--- src/rtl/mem_arbiter.sv ---
// Arbitrates I/D cache line fills and D-cache write-through stores onto one memory port.
// Fill: 8 reads in cycles 1..8 after grant, tag write at 8+MEM_LATENCY; stores take 1 cycle.
// Requests are level-held and simply wait while busy. Macro ARB_ROUND_ROBIN_EN enables fair miss arbitration.
module mem_arbiter #(
  parameter int AWIDTH      = 16,
  parameter int DWIDTH      = 16,
  parameter int MEM_LATENCY = 4
) (
  input  logic              clk,
  input  logic              rst,
  input  logic              i_miss,
  input  logic [AWIDTH-1:0] i_miss_addr,
  input  logic              d_miss,
  input  logic [AWIDTH-1:0] d_miss_addr,
  input  logic              d_wr_req,
  input  logic [AWIDTH-1:0] d_wr_addr,
  input  logic [DWIDTH-1:0] d_wr_data,
  input  logic              mem_data_valid,
  output logic              mem_en,
  output logic              mem_wr,
  output logic [AWIDTH-1:0] mem_addr,
  output logic [DWIDTH-1:0] mem_data_in,
  output logic              d_wr_ack,
  output logic              i_fill_data_wen,
  output logic              d_fill_data_wen,
  output logic              i_fill_tag_wen,
  output logic              d_fill_tag_wen,
  output logic [AWIDTH-1:0] fill_addr,
  output logic              busy
);

  localparam logic [AWIDTH-1:0] LINE_MASK = ~AWIDTH'(15);

  typedef enum logic [1:0] {
    IDLE  = 2'd0,
    WRITE = 2'd1,
    FILL  = 2'd2,
    DONE  = 2'd3
  } state_t;

  state_t            state, state_nxt;
  logic              owner_d;
  logic [AWIDTH-1:0] base;
  logic [2:0]        issue_cnt;
  logic [2:0]        ret_cnt;
  logic              issue_done;
  logic              pick_d;
  logic              miss_grant;

`ifdef ARB_ROUND_ROBIN_EN
  // Remembers who got the previous fill so a contended miss goes to the other side.
  logic last_d;

  always_ff @(posedge clk or posedge rst) begin
    if (rst) begin
      last_d <= 1'b0;
    end else if (miss_grant) begin
      last_d <= pick_d;
    end
  end

  always_comb begin
    pick_d = d_miss & (~i_miss | ~last_d);
  end
`else
  always_comb begin
    pick_d = d_miss;
  end
`endif

  always_comb begin
    miss_grant = (state == IDLE) & ~d_wr_req & (d_miss | i_miss);
  end

  always_ff @(posedge clk or posedge rst) begin
    if (rst) begin
      state      <= IDLE;
      owner_d    <= 1'b0;
      base       <= '0;
      issue_cnt  <= '0;
      ret_cnt    <= '0;
      issue_done <= 1'b0;
    end else begin
      state <= state_nxt;
      if (miss_grant) begin
        owner_d    <= pick_d;
        base       <= (pick_d ? d_miss_addr : i_miss_addr) & LINE_MASK;
        issue_cnt  <= '0;
        ret_cnt    <= '0;
        issue_done <= 1'b0;
      end else if (state == FILL) begin
        if (!issue_done) begin
          issue_cnt <= issue_cnt + 3'd1;
          if (issue_cnt == 3'd7) begin
            issue_done <= 1'b1;
          end
        end
        if (mem_data_valid) begin
          ret_cnt <= ret_cnt + 3'd1;
        end
      end
    end
  end

  always_comb begin
    state_nxt       = state;
    mem_en          = 1'b0;
    mem_wr          = 1'b0;
    mem_addr        = '0;
    mem_data_in     = '0;
    d_wr_ack        = 1'b0;
    i_fill_data_wen = 1'b0;
    d_fill_data_wen = 1'b0;
    i_fill_tag_wen  = 1'b0;
    d_fill_tag_wen  = 1'b0;
    fill_addr       = '0;
    busy            = (state != IDLE);
    case (state)
      IDLE: begin
        if (d_wr_req) begin
          state_nxt = WRITE;
        end else if (d_miss || i_miss) begin
          state_nxt = FILL;
        end
      end
      WRITE: begin
        mem_en      = 1'b1;
        mem_wr      = 1'b1;
        mem_addr    = d_wr_addr;
        mem_data_in = d_wr_data;
        d_wr_ack    = 1'b1;
        state_nxt   = IDLE;
      end
      FILL: begin
        if (!issue_done) begin
          mem_en   = 1'b1;
          mem_addr = base + AWIDTH'({issue_cnt, 1'b0});
        end
        // Returns are counted independently of issue; they overlap once latency < 8.
        if (mem_data_valid) begin
          d_fill_data_wen = owner_d;
          i_fill_data_wen = ~owner_d;
          fill_addr       = base + AWIDTH'({ret_cnt, 1'b0});
          if (ret_cnt == 3'd7) begin
            d_fill_tag_wen = owner_d;
            i_fill_tag_wen = ~owner_d;
            state_nxt      = DONE;
          end
        end
      end
      DONE: begin
        state_nxt = IDLE;
      end
      default: begin
        state_nxt = IDLE;
      end
    endcase
  end

endmodule

--- config.mk ---
export PLATFORM = sky130hd
export DESIGN_NAME = mem_arbiter
export DESIGN_NICKNAME = d
export VERILOG_FILES = /design/src/rtl/mem_arbiter.sv
export SDC_FILE = /design/constraint.sdc
export NUM_CORES = 1
export LEC_CHECK = 0
export ABC_AREA = 1
export ABC_CLOCK_PERIOD_IN_PS = 1800
export BUFFER_PORTS_ARGS = -buffer_cell sky130_fd_sc_hd__buf_2
export CORE_UTILIZATION = 41
export CTS_CLUSTER_SIZE = 40
export DETAILED_ROUTE_END_ITERATION = 6
export PLACE_DENSITY = 0.82
export SLEW_MARGIN = 20
export SYNTH_ARGS = -nofsm -noshare
export SYNTH_HDL_FRONTEND = slang
export SYNTH_SLANG_ARGS = --single-unit
--- constraint.sdc ---
create_clock -name clk -period 1.8 [get_ports clk]
set_input_delay 0.27 -clock clk [delete_from_list [all_inputs] [get_ports clk]]
set_output_delay 0.27 -clock clk [all_outputs]
set_load 0.05 [all_outputs]
==> flow_summary_export.csv <==
group,metric,value,unit
logic_synthesis,yosys-mux-area-fraction,0,
floorplanning,start_util,0.444,
placed_design,portBuffers,116,
layout,layout-drive-gt1-share,0.521,
setup_path,crit_required,1.53,ns
routing,drt_iter0_drc,189,
global_route,antenna_found_initial,0,
placed_design,gp_congestion,0.820,
logic_synthesis,synthXorXnorAreaFrac,0,
logic_synthesis,netlist_instances,269,
logic_synthesis,synth_top_family_by_area,"simple AND/OR/NAND/NOR gates",
logic_synthesis,synth_simple_gate_area_share,0.340,
layout,finalInstanceArea,3160,um2
placed_design,pre_cts_slack,0.0560,ns
floorplanning,ios,126,
job,drv_cap,0,
timing,max_freq,0.529,GHz
setup_path,arrival,1.62,ns
global_route,overflow,0,
layout,layout_commonest_cell,"nand2_1",
timing,final-setup-viol-count,28,
logic_synthesis,synth_edf_count,0,
routing,routed_via_density,5.00,
layout,final_cell_mix,"74 x nand2_1, 64 x buf_2, 49 x buf_6",
logic_synthesis,avgSynthCellArea,6.27,um2
setup_path,cp-end-kind,"primary output",
logic_synthesis,yosysWarnings,0,
placed_design,dp_hpwl,3.89,mm
clock_tree,cts_tree,"built",
routing,ant_nets,0,
global_route,grt_max_degree,35,
timing,slew_violations,0,
setup_path,reg2regPathDepth,7,
logic_synthesis,ys_top_cells_by_area,"dfrtp_1 33%, nand2_1 20%, inv_1 11%, o21ai_0 7.1%, ha_1 6.7%",
floorplanning,die_h,66.1,um
run_status,outcome,"finished, violations left",
routing,first_pass_iters,4,
logic_synthesis,syn-cell-area,1690,um2
clock_tree,clk_latency,0.27,ns
logic_synthesis,synth_top_cell_by_area,"dfrtp_1",
global_route,grt_first_pass_wirelength,8.87,mm
timing,skew,0.00507,ns
setup_path,worstSetupStartpointType,"register",
clock_tree,post_cts_buffers,0,
floorplanning,fp.dieW,66.1,um
clock_tree,clockRootBuffer,"clkbuf_8",
clock_tree,h-tree-depth,1,
worst_hold_path,hold_path.class,"input pin to async pin",
clock_tree,cts_max_path_buffers,2,
power_and_ir_drop,p_per_area,1660,nW/um2
timing,layout_min_cycle_time,1.89,ns
logic_synthesis,async_flop_share,1.00,
clock_tree,clk_pin_slew_worst_paths,0.08,ns
layout,layout.nets,468,
logic_synthesis,synth_compound_area_frac,0.0979,
logic_synthesis,ys_seq_area_frac,0.326,
layout,multi_input_area,1170,um2
setup_path,path_max_fanout,10,
floorplanning,coreArea,3800,um2
timing,fin_ws,-0.0898,ns
global_route,grt_usage,0.271,
setup_path,worstSetupPathType,"register to primary output",
power_and_ir_drop,peakVddDrop,0.957,mV
logic_synthesis,ys_types,20,
logic_synthesis,synthAdderAreaFrac,0.0668,
global_route,first_global_vias,1969,
routing,drcViolationCount,0,
routing,routedWlPerCell,15.1,um
clock_tree,cts.sink_count,22,
timing,fin_crit_sh,1.05,
floorplanning,rows,22,
routing,vias,2182,
logic_synthesis,syn_nets,348,
layout,fill_cells,221,
layout,diodes,0,
layout,syn2layout_area_growth,87.6,%
logic_synthesis,synth-seq-cells,22,
power_and_ir_drop,p_leak,1.66,nW
timing,hold_viol_final,0,
floorplanning,dieArea,4370,um2
power_and_ir_drop,p_total,5.24,mW
timing,rsz0062_at_grt,"yes",
routing,routed_wirelength,6.61,mm
run_status,violations,"setup timing",
placed_design,place_area,2550,um2
layout,final-seq-area,551,um2
clock_tree,numCtsBuffers,3,
logic_synthesis,synth_top_cell_area_share,0.326,
logic_synthesis,synth_ff_type,"dfrtp_1",
==> synth_stat cells, types with 3 or more instances <==
library cell	count
nor2_1	22
o21ai_1	5
dfrtp_1	22
clkbuf_1	3
ha_1	9
a21oi_1	4
inv_1	50
nand3_1	19
buf_4	5
o21ai_0	24
nand2_1	88
buf_2	5
nor3_1	4
==> worst paths after layout <==
path	start	endpoint	slack, ns
min in group clk	i_miss_addr[8]	base[8]	0.29
min	rst	issue_done	0.03
max	state[1]	mem_addr[11]	-0.09
max in group asynchronous	rst	issue_cnt[2]	1.54
max reg2reg	state[0]	ret_cnt[1]	0.31
min reg2reg	issue_done	issue_done	0.56
==> state kept, by name (all words and copies together), names as in the netlist <==
name / cells
issue_done: 1
issue_cnt: 3
base: 12
owner_d: 1
ret_cnt: 3
state: 2
==> timing repair <==
item / CTS / global route
endpoints found under the setup margin: 50 / 52
resized for setup: 100 / 45
hold buffers: 0 / 0
gates cloned: 0 / 3
==> critical path, cell delays in order (launching register included) <==
cell and delay (ns):
dfrtp_1 0.38, inv_2 0.08, ha_4 0.30, nand3_4 0.09, buf_12 0.17, o21ai_2 0.15, buf_6 0.18
==> metrics by stage <==
step / TNS [ns] / util / hold slack, ns / std cells
after detailed placement: 0 / 0.672 / 0.326 / 429
after CTS: -0.925 / 0.772 / 0.0327 / 433
after floorplan: -2.65 / - / 0.259 / 269
after global placement: 0 / 0.672 / 0.325 / 429
after global routing: -3.49 / 0.833 / 0.0744 / 436
final: -1.31 / 0.833 / 0.0303 / 436
==> cells by family after synthesis <==
group | after synthesis
AO/OA/AOI/OAI | 33
adder cells (fa/ha/maj) | 9
buffers and inverters | 66
flip-flops | 22
other | 1
AND/OR/NAND/NOR | 138
==> where the power goes <==
part | internal (mW) | total, mW | leakage, nW | switching [mW]
Combinational | 1.36 | 3.94 | 1.34 | 2.58
Sequential | 0.711 | 0.830 | 0.279 | 0.120
Clock | 0.298 | 0.473 | 0.0357 | 0.176
==> routing by layer <==
layer | global-route usage | share of wire
met5 | 0 | 0
met4 | 0.120 | 0.019
met3 | 0.0431 | 0.063
met2 | 0.491 | 0.53
met1 | 0.310 | 0.39
==> cell type report <==
| type | count | area share |
|---|---|---|
| repair buffers | 130 | 0.341 |
| multi-input cells | 181 | 0.370 |
| clock buffers | 3 | 0.0130 |
| flip-flops and latches | 22 | 0.174 |
| inverters | 51 | 0.0732 |
| well taps | 48 | 0.0190 |
| clock inverters | 1 | 0.00949 |
Note: power is estimated with default switching activity, not from simulation.
